===== src/rtl/srp_buf_pkg.sv =====
// Shared sizing for the time-synchronizer sample buffer (RAM, writer and reader sides)
// plus the reader's state encoding.
package srp_buf_pkg;
    localparam int SRP_ADDR_W = 12;
    localparam int SRP_DATA_W = 32;
    localparam int SRP_DEPTH  = 2096;

    typedef enum logic [1:0] {
        ST_IDLE  = 2'd0,
        ST_RUN   = 2'd1,
        ST_DRAIN = 2'd2
    } rdr_state_e;
endpackage


===== src/rtl/srp_skid_buf.sv =====
// Two-entry FIFO that absorbs the RAM read latency and downstream backpressure.
// The head entry is presented combinationally; storage is cleared on reset.
import srp_buf_pkg::*;

module srp_skid_buf #(
    parameter int W = SRP_DATA_W
) (
    input  logic         clk,
    input  logic         rst,
    input  logic         push_i,
    input  logic [W-1:0] din_i,
    input  logic         pop_i,
    output logic [1:0]   count_o,
    output logic [W-1:0] head_o
);
    logic [1:0][W-1:0] mem_q;
    logic              wr_q, rd_q;
    logic [1:0]        cnt_q, cnt_d;

    assign cnt_d   = cnt_q + {1'b0, push_i} - {1'b0, pop_i};
    assign count_o = cnt_q;
    assign head_o  = mem_q[rd_q];

    always_ff @(posedge clk) begin
        if (rst) begin
            mem_q <= '0;
            wr_q  <= 1'b0;
            rd_q  <= 1'b0;
            cnt_q <= 2'd0;
        end else begin
            if (push_i) begin
                mem_q[wr_q] <= din_i;
                wr_q        <= ~wr_q;
            end
            if (pop_i) rd_q <= ~rd_q;
            cnt_q <= cnt_d;
        end
    end

    // Upstream credit logic must keep us from ever overflowing or underflowing.
    always @(posedge clk) begin
        if (!rst) begin
            assert (!(push_i && !pop_i && cnt_q == 2'd2));
            assert (!(pop_i && cnt_q == 2'd0));
        end
    end
endmodule


===== src/rtl/srp_bram_reader.sv =====
// Read sequencer: streams a window of buffer RAM words on valid/ready at one word per cycle.
// Optional SRP_RDR_LAST_EN adds an m_last output flagging the final beat of a window.
import srp_buf_pkg::*;

module srp_bram_reader #(
    parameter int ADDR_W = SRP_ADDR_W,
    parameter int DATA_W = SRP_DATA_W,
    parameter int DEPTH  = SRP_DEPTH
) (
    input  logic              clk,
    input  logic              rst,
    input  logic              start,
    input  logic [ADDR_W-1:0] base_addr,
    input  logic [ADDR_W:0]   length,
    output logic              busy,
    output logic              done,
    output logic              bram_en,
    output logic              bram_we,
    output logic [ADDR_W-1:0] bram_addr,
    input  logic [DATA_W-1:0] bram_dout,
    output logic [DATA_W-1:0] m_data,
    output logic              m_valid,
    input  logic              m_ready
`ifdef SRP_RDR_LAST_EN
    ,
    output logic              m_last
`endif
);
`ifdef SRP_RDR_LAST_EN
    localparam int BW = DATA_W + 1;
`else
    localparam int BW = DATA_W;
`endif
    localparam logic [ADDR_W:0]   DEPTH_L   = (ADDR_W + 1)'(DEPTH);
    localparam logic [ADDR_W-1:0] LAST_ADDR = ADDR_W'(DEPTH - 1);

    rdr_state_e        state_q, state_d;
    logic [ADDR_W-1:0] addr_q, addr_d, base_eff;
    logic [ADDR_W:0]   rem_q, rem_d, len_eff;
    logic              inflight_q, zdone_q;
    logic              start_ok, pop, issue, last_issue, credit_ok, drain_done;
    logic [1:0]        buf_count;
    logic [BW-1:0]     buf_head, buf_din;

    assign start_ok = start && (state_q == ST_IDLE);
    assign len_eff  = (length > DEPTH_L) ? DEPTH_L : length;
    // A single subtraction suffices because DEPTH covers at least half the address space.
    assign base_eff = ({1'b0, base_addr} >= DEPTH_L) ? ADDR_W'({1'b0, base_addr} - DEPTH_L)
                                                     : base_addr;

    assign m_valid    = (buf_count != 2'd0);
    assign pop        = m_valid && m_ready;
    assign credit_ok  = ({1'b0, buf_count} + {2'b0, inflight_q} - {2'b0, pop}) < 3'd2;
    assign issue      = (state_q == ST_RUN) && (rem_q != '0) && credit_ok;
    assign last_issue = issue && (rem_q == (ADDR_W + 1)'(1));
    assign drain_done = (state_q == ST_DRAIN) && !inflight_q &&
                        ((buf_count == 2'd0) || (buf_count == 2'd1 && pop));

    always_ff @(posedge clk) begin
        if (rst) state_q <= ST_IDLE;
        else     state_q <= state_d;
    end

    always_comb begin
        state_d = state_q;
        case (state_q)
            ST_IDLE:  if (start && len_eff != '0) state_d = ST_RUN;
            ST_RUN:   if (last_issue) state_d = ST_DRAIN;
            ST_DRAIN: if (drain_done) state_d = ST_IDLE;
            default:  state_d = ST_IDLE;
        endcase
    end

    always_comb begin
        busy      = (state_q != ST_IDLE);
        done      = drain_done || zdone_q;
        bram_en   = issue;
        bram_we   = 1'b0;
        bram_addr = addr_q;
    end

    always_comb begin
        addr_d = addr_q;
        rem_d  = rem_q;
        if (start_ok) begin
            addr_d = base_eff;
            rem_d  = len_eff;
        end else if (issue) begin
            addr_d = (addr_q == LAST_ADDR) ? '0 : addr_q + 1'b1;
            rem_d  = rem_q - 1'b1;
        end
    end

    always_ff @(posedge clk) begin
        if (rst) begin
            addr_q     <= '0;
            rem_q      <= '0;
            inflight_q <= 1'b0;
            zdone_q    <= 1'b0;
        end else begin
            addr_q     <= addr_d;
            rem_q      <= rem_d;
            inflight_q <= issue;
            zdone_q    <= start_ok && (len_eff == '0);
        end
    end

`ifdef SRP_RDR_LAST_EN
    logic inflight_last_q;
    always_ff @(posedge clk) begin
        if (rst) inflight_last_q <= 1'b0;
        else     inflight_last_q <= last_issue;
    end
    assign buf_din = {inflight_last_q, bram_dout};
    assign m_last  = m_valid && buf_head[DATA_W];
`else
    assign buf_din = bram_dout;
`endif
    assign m_data = buf_head[DATA_W-1:0];

    srp_skid_buf #(.W(BW)) u_buf (
        .clk     (clk),
        .rst     (rst),
        .push_i  (inflight_q),
        .din_i   (buf_din),
        .pop_i   (pop),
        .count_o (buf_count),
        .head_o  (buf_head)
    );
endmodule


===== config.mk =====
export PLATFORM = sky130hd
export DESIGN_NAME = srp_bram_reader
export DESIGN_NICKNAME = d
export VERILOG_FILES = /design/src/rtl/srp_buf_pkg.sv /design/src/rtl/srp_skid_buf.sv /design/src/rtl/srp_bram_reader.sv
export SDC_FILE = /design/constraint.sdc
export NUM_CORES = 1
export LEC_CHECK = 0
export ABC_AREA = 0
export CAP_MARGIN = 30
export CORE_UTILIZATION = 45
export DETAILED_ROUTE_END_ITERATION = 10
export PLACE_DENSITY = 0.76
export SKIP_LAST_GASP = 1
export SYNTH_ARGS = -nofsm -noshare
export SYNTH_HDL_FRONTEND = slang
export SYNTH_SLANG_ARGS = --single-unit

===== constraint.sdc =====
create_clock -name clk -period 2.9 [get_ports clk]
set_clock_uncertainty 0.2 [all_clocks]
set_input_delay 0.435 -clock clk [delete_from_list [all_inputs] [get_ports clk]]
set_output_delay 0.435 -clock clk [all_outputs]
set_load 0.01 [all_outputs]

==> flow_summary_export.csv <==
group,metric,value,unit
place,dpl.hpwl,8800,um
cts,cts_made_buffers,9,
setup_path,path_class,"reg2out",
place,placed_cell_area,6100,sq um
hold_path,worstHoldPathType,"reg2reg",
die,ioPinCount,110,
sta,finalCriticalPeriod,3.11,ns
yosys,ys_seq_area_frac,0.410,
cts,clkTransAtPathRegs,0.10,ns
detailed_routing,drtPass1Iterations,5,
cts,root_buffer,"clkbuf_8",
grt,grt_remaining_overflow,0,
sta,tightest_slew,0.675,ns
detailed_routing,drtIter0Drc,177,
setup_path,crit_required,2.27,ns
layout,areaGrowthSynthToFinish,37.8,%
die,coreArea,10300,sq um
grt,grt_start_max_net_pins,63,
grt,grt_first_pass_wirelength,20900,um
cts,cts_sinks,97,
layout,layout_common_cells,"145 x nand2_1, 105 x clkdlybuf4s50_1, 96 x dfxtp_1, 77 x a21oi_1, 45 x buf_4",
die,die_w,105,um
power,power_leakage,2.31,nW
yosys,synth_cell_types,65,
detailed_routing,routedWlPerCell,15.5,um
layout,fill_cells,867,
layout,final_nets,778,
layout,drive_gt1_frac,0.185,
power,p_per_area,685,nW/um^2
sta,hold_viol,0,
sta,rsz0062_at_grt,"true",
detailed_routing,vias,4709,
die,start_util,0.461,
layout,diodes,0,
detailed_routing,final_antenna_net_count,0,
yosys,synth_cells,583,
yosys,synthArstFlopShare,0,
layout,design_area,6520,sq um
setup_path,cp-start-kind,"flip-flop",
layout,final_core_util,0.635,
yosys,synth_warnings,0,
sta,hold-worst-slack,0.256,ns
setup_path,arrival,2.47,ns
setup_path,setup.worst_path.end_class,"output port",
outcome,outcome,"finished, violations left",
detailed_routing,wl,13200,um
die,die_area,10900,sq um
detailed_routing,route.detailed.drc,0,
yosys,synth_area_per_cell,8.12,sq um
detailed_routing,via_per_inst,5.54,
place,gp_congestion,0.881,
sta,setup_violations,15,
place,dpl_worst_slack,-0.753,ns
yosys,syn-num-nets,651,
yosys,synth.ff_latch_count,97,
grt,grt_pass1_vias,4315,
layout,multiInputGateArea,2710,sq um
layout,regArea,1940,sq um
cts,clock_latency,0.36,ns
place,io_buffers,108,
yosys,synth_flop_cell,"dfxtp_1",
cts,tritoncts,"yes",
flow_run,maxCapViolCount,0,
yosys,syn-cell-area,4730,sq um
sta,fmax,322,MHz
layout,mostFrequentLayoutCell,"nand2_1",
power,vdd_drop_max,305,uV
die,die_y,105,um
die,num_rows,37,
setup_path,crit_path_max_fanout,2,
sta,finalCritPeriodShare,1.07,
grt,grt_usage,0.234,
grt,antenna_found_initial,0,
outcome,violations,"negative setup slack",
sta,relSlewSlack,0.550,
sta,layout_setup_ws,-0.208,ns
yosys,synth_edf_count,0,
cts,h-tree-depth,3,
sta,drv_slew,0,
cts,clockBufferDepth,2,
synth_stat cells, types with 2 or more instances:
library cell / instances / area (sq um)
mux2_2: 34 / 383
a21oi_1: 77 / 385
xnor2_1: 6 / 52.6
nand4b_1: 2 / 17.5
nor2_1: 18 / 67.6
nor4_1: 4 / 25.0
nand2_1: 146 / 548
buf_1: 2 / 7.51
and4_1: 3 / 26.3
o32ai_1: 2 / 17.5
o211ai_1: 7 / 52.6
buf_4: 2 / 15.0
or4_1: 5 / 37.5
a31oi_1: 7 / 43.8
clkbuf_1: 35 / 131
and2_1: 4 / 25.0
nor2b_1: 4 / 25.0
ha_1: 6 / 75.1
and3_1: 4 / 25.0
a221oi_1: 2 / 17.5
inv_1: 11 / 41.3
a32oi_1: 3 / 26.3
xor2_1: 3 / 26.3
nand4_1: 5 / 31.3
o31ai_1: 2 / 15.0
a311oi_1: 2 / 17.5
o21ai_0: 6 / 30.0
nand2b_1: 6 / 37.5
nor3_1: 13 / 65.1
nand3_1: 10 / 50.1
nor4b_1: 3 / 26.3
a211oi_1: 8 / 60.1
dfxtp_1: 97 / 1940
nand3b_1: 2 / 15.0
a22oi_1: 8 / 60.1
or3_1: 5 / 31.3
report_power, final:
group / total [W] / internal (W) / leakage (nW) / switching, W
logic: 0.00201 / 0.00106 / 1.45 / 0.000950
registers: 0.00164 / 0.00149 / 0.788 / 0.000153
clock network: 0.000821 / 0.000319 / 0.0803 / 0.000502
cell type report:
cell class,count,area share
Multi-Input combinational cell,433,0.415
Sequential cell,97,0.298
Timing Repair Buffer,156,0.226
Tap cell,136,0.0261
Clock buffer,9,0.0190
Clock inverter,6,0.00787
Inverter,13,0.00787
stage by stage:
stage | std cells | setup TNS, ns | power, W
after floorplan | 583 | -0.0797 | 0.00267
after global placement | 814 | -11.56 | 0.00328
after detailed placement | 814 | -12.44 | 0.00332
after CTS | 833 | -0.877 | 0.00420
after global routing | 850 | -3.16 | 0.00471
final | 850 | -1.45 | 0.00447
state kept, by name (all words and copies together) (netlist names):
register	cells
rem_q	13
u_buf.rd_q	1
u_buf.count_o	2
bram_addr	12
state_q	2
u_buf.wr_q	1
inflight_q	1
zdone_q	1
u_buf.mem_q	64
critical path: stages (launching register included):
cell and delay [ns]:
dfxtp_2 0.34, inv_2 0.06, nand2_2 0.05, and2_4 0.14, ha_4 0.26, inv_2 0.04
ha_4 0.14, fa_2 0.40, xnor2_4 0.17, nor3_4 0.25, o21ai_4 0.11, inv_4 0.07
buf_6 0.09
repair_timing:
item                       CTS  global route
resized for setup           10            14
setup buffers                4            17
hold buffers                 0             0
setup endpoints to repair   17            23
pin swaps                   10            19
metal layers:
layer / vias to the layer above / track usage / wire [um]
li1: 2310 / - / -
met1: 2253 / 0.298 / 5660
met2: 127 / 0.401 / 6690
met3: 19 / 0.0368 / 604
met4: 0 / 0.0776 / 218
met5: - / 0 / 0
worst paths after layout:
check	from	to	slack, ns	cells past startpoint
min	u_buf.mem_q[51]$_SDFFE_PP0P_	u_buf.mem_q[51]$_SDFFE_PP0P_	0.26	2
max reg2reg	u_buf.count_o[1]$_SDFF_PP0_	rem_q[1]$_SDFFE_PP0P_	-0.20	16
min reg2reg	u_buf.mem_q[51]$_SDFFE_PP0P_	u_buf.mem_q[51]$_SDFFE_PP0P_	0.26	2
max	u_buf.count_o[1]$_SDFF_PP0_	bram_en	-0.21	12
cells by family (layout without fill, tap and decap cells):
logic type	Yosys count	after routing	synth area share
compound gates	140	140	0.187
xor+xnor	9	9	0.0167
fa+ha+maj	7	7	0.0201
buf+inv	53	184	0.0457
flops	97	97	0.410
mux	36	36	0.0862
other cells	1	1	0.000792
simple gates	240	240	0.233
(Power assumes the default switching activity.)
